$ cat src/rtl/mtr_drv_pp_if.sv
// rtl/mtr_drv_pp_if.sv - control/gate bundle between commutation logic and mtr_drv_pp
interface mtr_drv_pp_if #(
    parameter int PWM_W  = 11,
    parameter int NUM_PH = 3,
    parameter int DEAD_W = 6
);
    logic [PWM_W-1:0]    duty;
    logic [2*NUM_PH-1:0] sel;
    logic [DEAD_W-1:0]   dead;
    logic                fault_in;
    logic                clr_fault;
    logic [NUM_PH-1:0]   high;
    logic [NUM_PH-1:0]   low;
    logic                period_start;
    logic                fault;

    modport master (
        output duty, sel, dead, fault_in, clr_fault,
        input  high, low, period_start, fault
    );

    modport slave (
        input  duty, sel, dead, fault_in, clr_fault,
        output high, low, period_start, fault
    );
endinterface

$ cat src/rtl/mtr_drv_pp.sv
// rtl/mtr_drv_pp.sv - multi-phase PWM half-bridge driver with dead-time and fault latch
module mtr_drv_pp #(
    parameter int PWM_W  = 11,
    parameter int NUM_PH = 3,
    parameter int DEAD_W = 6
) (
    input  logic         clk,
    input  logic         rst,
    mtr_drv_pp_if.slave  bus
);
    typedef enum logic [1:0] {
        MODE_HIGH_Z  = 2'b00,
        MODE_FORWARD = 2'b01,
        MODE_REVERSE = 2'b10,
        MODE_BRAKE   = 2'b11
    } mode_e;

    logic [PWM_W-1:0]    cnt_q, cnt_d;
    logic [PWM_W-1:0]    duty_sh_q, duty_sh_d;
    logic [2*NUM_PH-1:0] sel_sh_q, sel_sh_d;
    logic [NUM_PH-1:0]   prev_h_q, prev_h_d;
    logic [NUM_PH-1:0]   prev_l_q, prev_l_d;
    logic [DEAD_W-1:0]   dt_q [NUM_PH];
    logic [DEAD_W-1:0]   dt_d [NUM_PH];
    logic [NUM_PH-1:0]   high_q, high_d;
    logic [NUM_PH-1:0]   low_q, low_d;
    logic                period_start_q, period_start_d;
    logic                fault_q, fault_d;

    logic wrap;
    logic pwm;
    logic kill;

    assign wrap = (cnt_q == {PWM_W{1'b1}});
    assign pwm  = (cnt_q < duty_sh_q);
    // The raw request is blocked in the same cycle fault_in arrives, not a cycle later.
    assign kill = fault_q | bus.fault_in;

    always_comb begin : comb_next
        logic rh;
        logic rl;
        rh             = 1'b0;
        rl             = 1'b0;
        cnt_d          = cnt_q + PWM_W'(1);
        duty_sh_d      = wrap ? bus.duty : duty_sh_q;
        sel_sh_d       = wrap ? bus.sel  : sel_sh_q;
        period_start_d = wrap;
        fault_d        = bus.fault_in | (fault_q & ~bus.clr_fault);
        prev_h_d       = prev_h_q;
        prev_l_d       = prev_l_q;
        high_d         = '0;
        low_d          = '0;
        for (int i = 0; i < NUM_PH; i++) begin
            dt_d[i] = dt_q[i];
            case (mode_e'(sel_sh_q[2*i +: 2]))
                MODE_FORWARD: begin rh = pwm;  rl = ~pwm; end
                MODE_REVERSE: begin rh = ~pwm; rl = pwm;  end
                MODE_BRAKE:   begin rh = 1'b0; rl = pwm;  end
                default:      begin rh = 1'b0; rl = 1'b0; end
            endcase
            if (kill) begin
                prev_h_d[i] = 1'b0;
                prev_l_d[i] = 1'b0;
                dt_d[i]     = '0;
            end else if ({rh, rl} != {prev_h_q[i], prev_l_q[i]}) begin
                prev_h_d[i] = rh;
                prev_l_d[i] = rl;
                // The change cycle is the first dead cycle: the gap is exactly
                // dead cycles long and dead == 0 passes the request straight through.
                if (bus.dead == '0) begin
                    high_d[i] = rh;
                    low_d[i]  = rl;
                    dt_d[i]   = '0;
                end else begin
                    dt_d[i]   = bus.dead - DEAD_W'(1);
                end
            end else if (dt_q[i] != '0) begin
                dt_d[i] = dt_q[i] - DEAD_W'(1);
            end else begin
                high_d[i] = rh;
                low_d[i]  = rl;
            end
        end
    end

    always_ff @(posedge clk or posedge rst) begin
        if (rst) begin
            cnt_q          <= '0;
            duty_sh_q      <= '0;
            sel_sh_q       <= '0;
            prev_h_q       <= '0;
            prev_l_q       <= '0;
            high_q         <= '0;
            low_q          <= '0;
            period_start_q <= 1'b0;
            fault_q        <= 1'b0;
            for (int i = 0; i < NUM_PH; i++) begin
                dt_q[i] <= '0;
            end
        end else begin
            cnt_q          <= cnt_d;
            duty_sh_q      <= duty_sh_d;
            sel_sh_q       <= sel_sh_d;
            prev_h_q       <= prev_h_d;
            prev_l_q       <= prev_l_d;
            high_q         <= high_d;
            low_q          <= low_d;
            period_start_q <= period_start_d;
            fault_q        <= fault_d;
            for (int i = 0; i < NUM_PH; i++) begin
                dt_q[i] <= dt_d[i];
            end
        end
    end

    assign bus.high         = high_q;
    assign bus.low          = low_q;
    assign bus.period_start = period_start_q;
    assign bus.fault        = fault_q;
endmodule

$ cat src/flat_wrapper.sv
// flat-port wrapper written by rule: the top's interface ports become plain ports
module mtr_drv_pp_flat 
#(
    parameter int PWM_W  = 11,
    parameter int NUM_PH = 3,
    parameter int DEAD_W = 6
)
  (clk, rst, bus_duty, bus_sel, bus_dead, bus_fault_in, bus_clr_fault, bus_high, bus_low, bus_period_start, bus_fault);
  mtr_drv_pp_if #(.PWM_W(PWM_W), .NUM_PH(NUM_PH), .DEAD_W(DEAD_W)) bus_i ();
  input  logic clk;
  input  logic rst;
  input wire logic [$bits(bus_i.duty)-1:0] bus_duty;
  input wire logic [$bits(bus_i.sel)-1:0] bus_sel;
  input wire logic [$bits(bus_i.dead)-1:0] bus_dead;
  input wire logic [$bits(bus_i.fault_in)-1:0] bus_fault_in;
  input wire logic [$bits(bus_i.clr_fault)-1:0] bus_clr_fault;
  output wire logic [$bits(bus_i.high)-1:0] bus_high;
  output wire logic [$bits(bus_i.low)-1:0] bus_low;
  output wire logic [$bits(bus_i.period_start)-1:0] bus_period_start;
  output wire logic [$bits(bus_i.fault)-1:0] bus_fault;
  assign bus_i.duty = bus_duty;
  assign bus_i.sel = bus_sel;
  assign bus_i.dead = bus_dead;
  assign bus_i.fault_in = bus_fault_in;
  assign bus_i.clr_fault = bus_clr_fault;
  assign bus_high = bus_i.high;
  assign bus_low = bus_i.low;
  assign bus_period_start = bus_i.period_start;
  assign bus_fault = bus_i.fault;
  mtr_drv_pp #(.PWM_W(PWM_W), .NUM_PH(NUM_PH), .DEAD_W(DEAD_W)) u_core (.clk(clk), .rst(rst), .bus(bus_i));
endmodule
$ cat config.mk
export PLATFORM = sky130hd
export DESIGN_NAME = mtr_drv_pp_flat
export DESIGN_NICKNAME = d
export VERILOG_FILES = /design/src/rtl/mtr_drv_pp_if.sv /design/src/rtl/mtr_drv_pp.sv /design/src/flat_wrapper.sv
export SDC_FILE = /design/constraint.sdc
export NUM_CORES = 1
export LEC_CHECK = 0
export BUFFER_PORTS_ARGS = -buffer_cell sky130_fd_sc_hd__buf_2
export CELL_PAD_IN_SITES_DETAIL_PLACEMENT = 0
export CELL_PAD_IN_SITES_GLOBAL_PLACEMENT = 1
export CORE_MARGIN = 5
export CORE_UTILIZATION = 25
export DETAILED_ROUTE_END_ITERATION = 8
export PLACE_DENSITY = 0.46
export SYNTH_ARGS = -nofsm -noshare
export SYNTH_HDL_FRONTEND = slang
export SYNTH_SLANG_ARGS = --single-unit
$ cat constraint.sdc
create_clock -name clk -period 2.8 [get_ports clk]
set_input_delay 0.42 -clock clk [delete_from_list [all_inputs] [get_ports clk]]
set_output_delay 0.42 -clock clk [all_outputs]
set_load 0.05 [all_outputs]
==> flow_summary.ini <==
[run_status]
status = finished clean

[placed_design]
place_ws_ps = 50.27
place_congestion = 0.7570
io_buffers = 34
dp_cells = 580
dp_hpwl_um = 6641

[worst_setup_path]
crit_path_end_kind = register
cp.arrival_ps = 2850
crit_required_ps = 3010
crit_fanout = 6
crit_type = reg2reg
cp-start-kind = register

[route]
wl_per_cell_um = 14.39
top_layer = met4
vias = 2670
first_pass_iters = 4
wl_met2_um = 3910
drt-initial-drc-count = 116
antenna_left = 0
viasPerCell = 4.510
drc_errors = 0
drt-total-wl_um = 8520
drt-met1-wl_um = 4175
dr_wl_met3_um = 228

[synthesis]
synth-edff-count = 0
synth.largest_area_cell = dfrtp_1
synth_async_sr_flop_share_pct = 100.0
yosysWarnings = 0
synth.most_common_cell = dfrtp_1
ys_types = 51
synth-main-ff-cell = dfrtp_1
synth_area_leaders = dfrtp_1 (44%), ha_1 (5.8%), xnor2_1 (4.1%)
syn_nets = 397
ys_seq_area_share_pct = 43.57
synth-seq-cells = 60
syn_avg_cell_area_um2 = 9.734
synth_top_area_share_pct = 43.57
synthTopCellsByCount = dfrtp_1 (60), nor2_1 (29), nand3_1 (26), nand2_1 (25), inv_1 (24)
syn_inst = 354
synth_area_um2 = 3446

[timing]
rsz0062_at_grt = false
fmax_mhz = 378.8
drv_slew = 0
setup_viol = 0
finalHoldViolations = 0
fin_skew_ps = 4.152
timing.setup.tns_ps = 0
layout_setup_ws_ps = 160.1
timing.hold.ws_ps = 78.53
fin_crit_sh_pct = 94.28
max_slew_margin_pct = 62.95
tightest_slew_ps = 555.7
fin_crit_ps = 2640

[floorplanning]
io_pins = 35
fp.coreArea_um2 = 13720
rows = 43
die_y_um = 127.4
die_w_um = 127.4
dieArea_um2 = 16230
start_util_pct = 25.12

[global_route]
grt_max_degree = 27
grt_use_total_pct = 11.47
antenna_found_initial = 0
grt_overflow_total = 0
grt_pass1_wl_um = 14430
first_global_vias = 2742

[power]
p_int_mw = 1.612
p_per_area_nw_per_um2 = 509.2
pwr-share-seq_pct = 42.8
power_frac_comb_pct = 12.5
p_sw_share_pct = 25.05
power.share.clock_pct = 44.8
p_switching_uw = 538.6
ir_drop_v = 0.0002546
p_leak_nw = 1.970

[hold_path]
min_path_type = in2async

[clock_tree]
cts-root-buf = clkbuf_16
cts_tree = done
cts_buffers = 9
cts.clk_slew.worst_paths_ps = 50
post-cts-setup-buffers = 0
hold_buffers = 0
clk_latency_ps = 330
cts-resized-gates = 0
htreeDepth = 3
clk_path_buf_depth = 2
cts.sinks = 60

[cells_and_area]
finalNonFillerCells = 592
seq_area_um2 = 1501
n_fill_cell = 1438
fin_nets = 454
syn_to_final_growth_pct = 22.55
drive_gt1_share_pct = 22.33
multi_input_area_um2 = 1824
num_antenna_cells = 0

[run]
drv_cap = 0
[power groups by stage]
stage	sequential, mW	combinational (mW)	clock [mW]
floorplan	0.932	0.189	0
global placement	0.934	0.271	0
CTS	0.919	0.273	1.00
finish	0.920	0.268	0.963
detailed placement	0.933	0.272	0
global route	0.923	0.305	1.04
[logic make-up (layout without fill, tap and decap cells)]
group	after synthesis	count (layout)	share of synthesized area (%)
xor gates and xnor gates	23	23	5.846
muxes	27	27	9.296
buffers and inverters	34	92	3.958
AOI/OAI and AO/OA	56	56	10.53
adders and majority gates	16	16	5.810
DFF	60	60	43.57
and+or+nand+nor	138	138	20.99
[cell usage in the layout (no fill, tap or decap), drive strengths merged, types with 6 or more instances in the layout]
cell type  instances
nor2              31
ha                16
buf               56
nor3              17
xnor2             16
nand2             25
inv               24
xor2               7
or3                8
clkbuf            12
nor2b              7
dfrtp             60
mux2i              8
o21ai             16
nand3             26
a211oi             6
mux2              18
a21oi             14
[per-stage QoR]
| stage | cell area [µm²] | power (mW) | util, % |
|---|---|---|---|
| 2_1_floorplan | 3446 | 1.120 | - |
| 3_3_place_gp | 3960 | 1.205 | 28.86 |
| 3_5_place_dp | 3960 | 1.205 | 28.86 |
| 4_1_cts | 4207 | 2.192 | 30.66 |
| 5_1_grt | 4223 | 2.263 | 30.78 |
| 6_report | 4223 | 2.150 | 30.78 |
[layer usage]
metal	GRT usage (%)	vias to the layer above
met5	0	-
met4	5.552	0
met3	2.843	12
met2	17.68	30
met1	15.02	1269
li1	-	1359
[worst max-delay path, cell delays in order (launching register included)]
cell and delay, ps:
dfrtp_1 380, ha_1 330, nand4_2 160, nor3_2 290, nor3_4 100, a21o_1 180, mux4_2 480, o21ba_2 290
mux2_4 310
[sequential cells by signal, summed over array words and instances (netlist names)]
name / count
u_core.dt_q: 18
u_core.duty_sh_q: 11
u_core.sel_sh_q: 6
u_core.bus.period_start: 1
u_core.bus.low: 3
u_core.cnt_q: 11
u_core.bus.high: 3
u_core.prev_h_q: 3
u_core.prev_l_q: 3
u_core.bus.fault: 1
[path summary, 6_finish.rpt]
kind                                     startpoint                   to  slack [ps]  depth (start not counted)
worst max-delay path                u_core.cnt_q[9]      u_core.dt_q[14]         160                          8
worst min-delay path                            rst  u_core.duty_sh_q[3]          80                          2
worst max register to register      u_core.cnt_q[9]      u_core.dt_q[14]         160                          8
worst min register to register  u_core.duty_sh_q[0]  u_core.duty_sh_q[0]         490                          1
max in group asynchronous                       rst       u_core.dt_q[4]        2050                          3
min in group clk                       bus_fault_in     u_core.bus.fault         300                          2
[layout make-up]
class | instances | area share [%]
flip-flops and latches | 60 | 35.56
repair buffers | 56 | 7.941
clock buffers | 12 | 5.837
well taps | 180 | 5.333
multi-input cells | 260 | 43.20
inverters | 24 | 2.133
Note: power is estimated with default switching activity, not from simulation.
